--- src/rtl/slot_allocator.sv ---
// Lowest-free-first slot allocator with release-by-index.
// Occupancy, population count and full/empty flags are all registered.
module slot_allocator #(
  parameter int INDEX_BW = 3
) (
  input  logic                    clock_i,
  input  logic                    reset_i,
  input  logic                    alloc_req_i,
  output logic                    alloc_gnt_o,
  output logic [INDEX_BW-1:0]     alloc_index_o,
  input  logic                    release_en_i,
  input  logic [INDEX_BW-1:0]     release_index_i,
  output logic [(2**INDEX_BW)-1:0] occupancy_o,
  output logic [INDEX_BW:0]       count_o,
  output logic                    full_o,
  output logic                    empty_o,
  output logic                    release_err_o
);

  localparam int N_SLOTS = 2**INDEX_BW;
  localparam int CW      = INDEX_BW + 1;

  logic [INDEX_BW-1:0] free_idx;
  logic                grant;
  logic                rel_ok;
  logic                rel_bad;
  logic [N_SLOTS-1:0]  occ_next;
  logic [CW-1:0]       count_next;

  // Scan downward so the last hit is the lowest free slot.
  always_comb begin
    free_idx = '0;
    for (int k = N_SLOTS - 1; k >= 0; k--) begin
      if (!occupancy_o[k]) free_idx = k[INDEX_BW-1:0];
    end
  end

  always_comb begin
    grant    = alloc_req_i && !full_o;
    rel_ok   = release_en_i && occupancy_o[release_index_i];
    rel_bad  = release_en_i && !occupancy_o[release_index_i];
    occ_next = occupancy_o;
    if (rel_ok) occ_next[release_index_i] = 1'b0;
    if (grant)  occ_next[free_idx] = 1'b1;
    count_next = count_o + CW'(grant) - CW'(rel_ok);
  end

  always_ff @(posedge clock_i) begin
    if (reset_i) begin
      occupancy_o   <= '0;
      count_o       <= '0;
      full_o        <= 1'b0;
      empty_o       <= 1'b1;
      alloc_gnt_o   <= 1'b0;
      alloc_index_o <= '0;
      release_err_o <= 1'b0;
    end else begin
      occupancy_o <= occ_next;
      count_o     <= count_next;
      full_o      <= (count_next == CW'(N_SLOTS));
      empty_o     <= (count_next == '0);
      alloc_gnt_o <= grant;
      if (grant)   alloc_index_o <= free_idx;
      if (rel_bad) release_err_o <= 1'b1;
    end
  end

endmodule

--- config.mk ---
export PLATFORM = sky130hd
export DESIGN_NAME = slot_allocator
export DESIGN_NICKNAME = d
export VERILOG_FILES = /design/src/rtl/slot_allocator.sv
export SDC_FILE = /design/constraint.sdc
export NUM_CORES = 1
export LEC_CHECK = 0
export ABC_CLOCK_PERIOD_IN_PS = 5250
export CAP_MARGIN = 10
export CORE_MARGIN = 5
export CORE_UTILIZATION = 53
export CTS_BUF_LIST = sky130_fd_sc_hd__clkbuf_8
export DETAILED_ROUTE_END_ITERATION = 10
export GPL_ROUTABILITY_DRIVEN = 0
export GPL_TIMING_DRIVEN = 1
export PLACE_DENSITY = 0.84
export SLEW_MARGIN = 10
export SYNTH_ARGS = -nofsm -noshare
export SYNTH_HDL_FRONTEND = slang
export SYNTH_SLANG_ARGS = --single-unit
--- constraint.sdc ---
create_clock -name clock_i -period 5.25 [get_ports clock_i]
set_input_delay 1.05 -clock clock_i [delete_from_list [all_inputs] [get_ports clock_i]]
set_output_delay 1.05 -clock clock_i [all_outputs]
set_load 0.03 [all_outputs]
Word level (Yosys, flattened, before mapping)
Index checks and enable logic that the tools add are counted.
- reductions and logical operators: 8
- divide/modulo/power cells: 0
- shift-type cells: 0
- bitwise operators: 3
- $lt $le $gt $ge: 4
- muxes and demuxes: 16
- multipliers: 0
- add/sub/neg operators: 2
- eq/ne operators: 1
- operators by type and width (operator ; count):
    3-bit two-way mux ; 8
    8-bit two-way mux ; 2
    8-bit bitwise AND ; 1
    3-bit by 4-bit less-than comparator with 1-bit output, second input constant ; 2
    8-bit NOT ; 1
    8-bit bitwise OR ; 1
    1-bit demux with 3-bit select ; 2
    3-bit by 1-bit greater-or-equal comparator with 1-bit output, second input constant ; 2
    1-bit logical AND ; 5
    4-bit by 1-bit adder with 4-bit output ; 1
    4-bit equality test, second input constant ; 1
    4-bit logical NOT ; 1
    4-bit by 1-bit subtractor with 4-bit output ; 1
    1-bit binary-select mux with 3-bit select ; 1
    1-bit two-way mux ; 3
    1-bit logical NOT ; 2
- bits in writable memories: 0
- input bits: 7
- flip-flop bits (word level): 19
- output and inout bits: 19
- latch bits: 0
- logic and storage cells: 41
- ROM bits: 0
- memories: 0

Logic depth before layout (Yosys ltp)
- word-level depth: 14
- depth in mapped cells: 12
- depth with buffers taken out: 11

Least setup slack after synthesis
Ideal clock, no wire load.
- path type: input to register
- from: in release_index_i[2]
- to: reg empty_o
- arrival time: 3.236 ns
- path buffers: 1
- library setup time: 0.058 ns
- required time: 5.192 ns
- stages: 11
- setup slack: 1.956 ns
- cells stage by stage: buf_6 -> mux2i_1 -> o32a_2 -> a21boi_0 -> ha_1 -> inv_1 -> ha_1 -> fa_1 -> or3_1 -> inv_1 -> a21o_1
- longest elaborated chain between the ends: 5
- ends and longest elaborated chain (item ; RTL line ; text):
    start: declaration ; 12 ; input logic [INDEX_BW-1:0] release_index_i,
    1-bit binary-select mux with 3-bit select ; 40 ; rel_ok = release_en_i && occupancy_o[release_index_i];
    1-bit two-way mux (not written as such) ; 40 ;
    1-bit logical AND ; 40 ;
    4-bit by 1-bit subtractor with 4-bit output ; 45 ; count_next = count_o + CW'(grant) - CW'(rel_ok);
    net count_next[1] ; 28 ; logic [CW-1:0] count_next;
    4-bit logical NOT ; 61 ; empty_o <= (count_next == '0);
    end signal: assignment ; 61 ;
    end: declaration ; 16 ; output logic empty_o,
The timed path passes the listed nets, and every way through them passes these cells. The select of a mux whose other input is x is not followed.
A chain may end at the register's enable or synchronous reset.

Worst setup path in the final report
Ends and elaborated chain as after synthesis.

==> impl_metrics.env <==
export IMPL_status="complete, no violations"
export IMPL_finalHoldViolations=0
export IMPL_start_kind="input port"
export IMPL_pin_count=26
export IMPL_vias=924
export IMPL_cts_hold_buffers_added=0
export IMPL_initial_core_util_pct=56.9
export IMPL_synth_simple_gate_area_share_pct=15.3
export IMPL_routed_wl_mm=2.49
export IMPL_drtAntennaViolNets=0
export IMPL_die_w_um=53.5
export IMPL_wl_per_cell_um=15.5
export IMPL_irDropWorstVdd_v=0.000286
export IMPL_syn_num_nets=122
export IMPL_post_drt_via_cell_ratio=5.74
export IMPL_row_count=15
export IMPL_synth_top_cell_area_share_pct=37.9
export IMPL_ys_seq_elements=19
export IMPL_synth_top_family_by_area="compound AO/OA/AOI/OAI gates"
export IMPL_h_tree_depth=1
export IMPL_clock_latency_ns=0.26
export IMPL_grt_max_degree=18
export IMPL_yosys_area_share_adder_pct=6.98
export IMPL_ys_types=35
export IMPL_min_delay_path_class="flop to flop"
export IMPL_relSlewSlack_pct=56.0
export IMPL_clkSinkCount=19
export IMPL_power_leakage_nw=0.478
export IMPL_cts_buffer_depth=2
export IMPL_avgSynthCellArea_um2=9.12
export IMPL_fin_crit_ns=3.76
export IMPL_cts_tree="built"
export IMPL_rsz0062_at_grt="no"
export IMPL_fin_skew_ns=0.00862
export IMPL_overflow=0
export IMPL_tns_ns=0
export IMPL_synth_largest_area_cell="dfxtp_1"
export IMPL_synthMostInstantiatedCell="dfxtp_1"
export IMPL_grt_pass1_wl_mm=4.10
export IMPL_power_density_mw_per_mm2=419
export IMPL_core_area_mm2=0.00176
export IMPL_n_antenna_cell=0
export IMPL_synth_top_cells_by_area="dfxtp_1 (38%), ha_1 (5.0%), inv_1 (4.5%)"
export IMPL_route_detailed_drc=0
export IMPL_yosysWarningCount=0
export IMPL_nets=149
export IMPL_dr_pass1_iters=4
export IMPL_dpl_hpwl_mm=1.83
export IMPL_criticalPathCategory="input port to flop"
export IMPL_clkSlewWorstSetupHoldPaths_ns=0.07
export IMPL_synthMuxAreaShare_pct=5.11
export IMPL_cts_made_buffers=3
export IMPL_syn_instance_count=110
export IMPL_async_reset_ff_share_pct=0
export IMPL_drt_iter0_markers=30
export IMPL_drv_slew=0
export IMPL_antenna_found_initial=0
export IMPL_seq_area_frac_synth_pct=37.9
export IMPL_root_buffer="clkbuf_8"
export IMPL_max_cap_violations=0
export IMPL_dieArea_mm2=0.00286
export IMPL_syn_to_final_growth_pct=30.7
export IMPL_drive_above_1_share_pct=5.15
export IMPL_grt_pass1_vias=914
export IMPL_path_max_fanout=7
export IMPL_fmax_mhz=266
export IMPL_synth_cell_area_mm2=0.00100
export IMPL_cts_resized=0
export IMPL_synth_compound_area_share_pct=25.7
export IMPL_grt_use_total_pct=19.9
export IMPL_hold_ws_ns=0.456
export IMPL_synthXorXnorAreaFrac_pct=2.62
export IMPL_setup_violations=0
export IMPL_cp_required_ns=5.46
export IMPL_synth_edf_count=0
export IMPL_dieHeight_um=53.5
export IMPL_worstPathArrival_ns=3.97
export IMPL_cts_setup_buffers=0
export IMPL_synth_commonest_cells="dfxtp_1 (19), inv_1 (12), nand2_1 (10)"
export IMPL_synth_ff_type="dfxtp_1"
export IMPL_portBuffers=25
export IMPL_end_kind="flop"
export IMPL_tightest_slew_ns=0.658
export IMPL_fin_crit_sh_pct=71.6
worst max-delay path: stages:
cell and delay, ns:
clkdlybuf4s50_1 0.65, mux2i_1 0.14, o32a_2 0.41, a21boi_0 0.18, ha_1 0.25, inv_1 0.06, ha_1 0.18, fa_1 0.45
or3_1 0.42, inv_1 0.07, a21o_1 0.10
cells in the final DEF (no fill, tap or decap):
cell type	n
clkdlybuf4s50_1	25
dfxtp_1	19
inv_1	13
nand2_1	10
a21oi_1	6
nor2_1	6
mux2i_1	4
o21ai_0	4
o32ai_1	4
ha_1	4
nor2b_1	3
nand4_1	3
nor3_1	3
o211ai_1	3
a211oi_1	3
clkbuf_8	3
nand2b_1	2
o21a_1	2
a21o_1	2
xor2_1	2
o32a_2	1
o32a_4	1
a21boi_0	1
nor4b_1	1
xnor2_1	1
or3_1	1
a31oi_1	1
and2_1	1
o2111ai_1	1
or2b_1	1
o311ai_1	1
o21ai_1	1
mux2_2	1
a2111oi_4	1
fa_1	1
final timing paths:
check                startpoint                to  slack (ns)  cells past startpoint
max          release_index_i[2]           empty_o        1.49                     11
min            alloc_index_o[1]  alloc_index_o[1]        0.46                      2
max reg2reg      occupancy_o[2]           empty_o        2.47                     10
min reg2reg    alloc_index_o[1]  alloc_index_o[1]        0.46                      2
power by group:
| part | internal [mW] | switching (mW) | total, mW | leakage [nW] |
|---|---|---|---|---|
| Clock | 0.0520 | 0.0474 | 0.0994 | 0.0269 |
| Sequential | 0.173 | 0.0220 | 0.195 | 0.155 |
| Combinational | 0.109 | 0.145 | 0.255 | 0.295 |
| Total | 0.334 | 0.215 | 0.549 | 0.478 |
through the flow:
| stage | total power [mW] | util, % | cells | setup WS [ns] | instance area (µm²) |
|---|---|---|---|---|---|
| after floorplan | 0.362 | - | 110 | 1.96 | 1000 |
| after detailed placement | 0.451 | 71.8 | 157 | 1.24 | 1270 |
| final | 0.549 | 74.3 | 161 | 1.49 | 1310 |
| after global routing | 0.582 | 74.3 | 161 | 1.38 | 1310 |
| after CTS | 0.550 | 74.3 | 161 | 1.50 | 1310 |
| after global placement | 0.441 | 71.8 | 157 | 1.35 | 1270 |
final cells by class:
type,instances,area (µm²)
flip-flops and latches,19,380
well taps,25,31.3
fillers,136,453
multi-input cells,76,559
repair buffers,25,250
clock inverters,1,3.75
clock buffers,3,41.3
inverters,12,45.0
state kept, by name, summed over array words and instances, names as in the netlist:
signal	flops
full_o	1
count_o	4
alloc_index_o	3
empty_o	1
release_err_o	1
alloc_gnt_o	1
occupancy_o	8
cells by family (layout without fill, tap and decap cells):
family / Yosys count / after routing
xor gates and xnor gates: 3 / 3
DFF: 19 / 19
adders and majority gates: 5 / 5
and+or+nand+nor: 31 / 31
muxes: 5 / 5
AOI/OAI and AO/OA: 32 / 32
buffers and inverters: 15 / 41
routing by layer:
layer | track usage [%] | part of all wire (%)
met4 | 5.53 | 1.2
met5 | 0 | 0
met3 | 6.20 | 6.3
met1 | 22.1 | 41
met2 | 36.1 | 52
(Power assumes the default switching activity.)
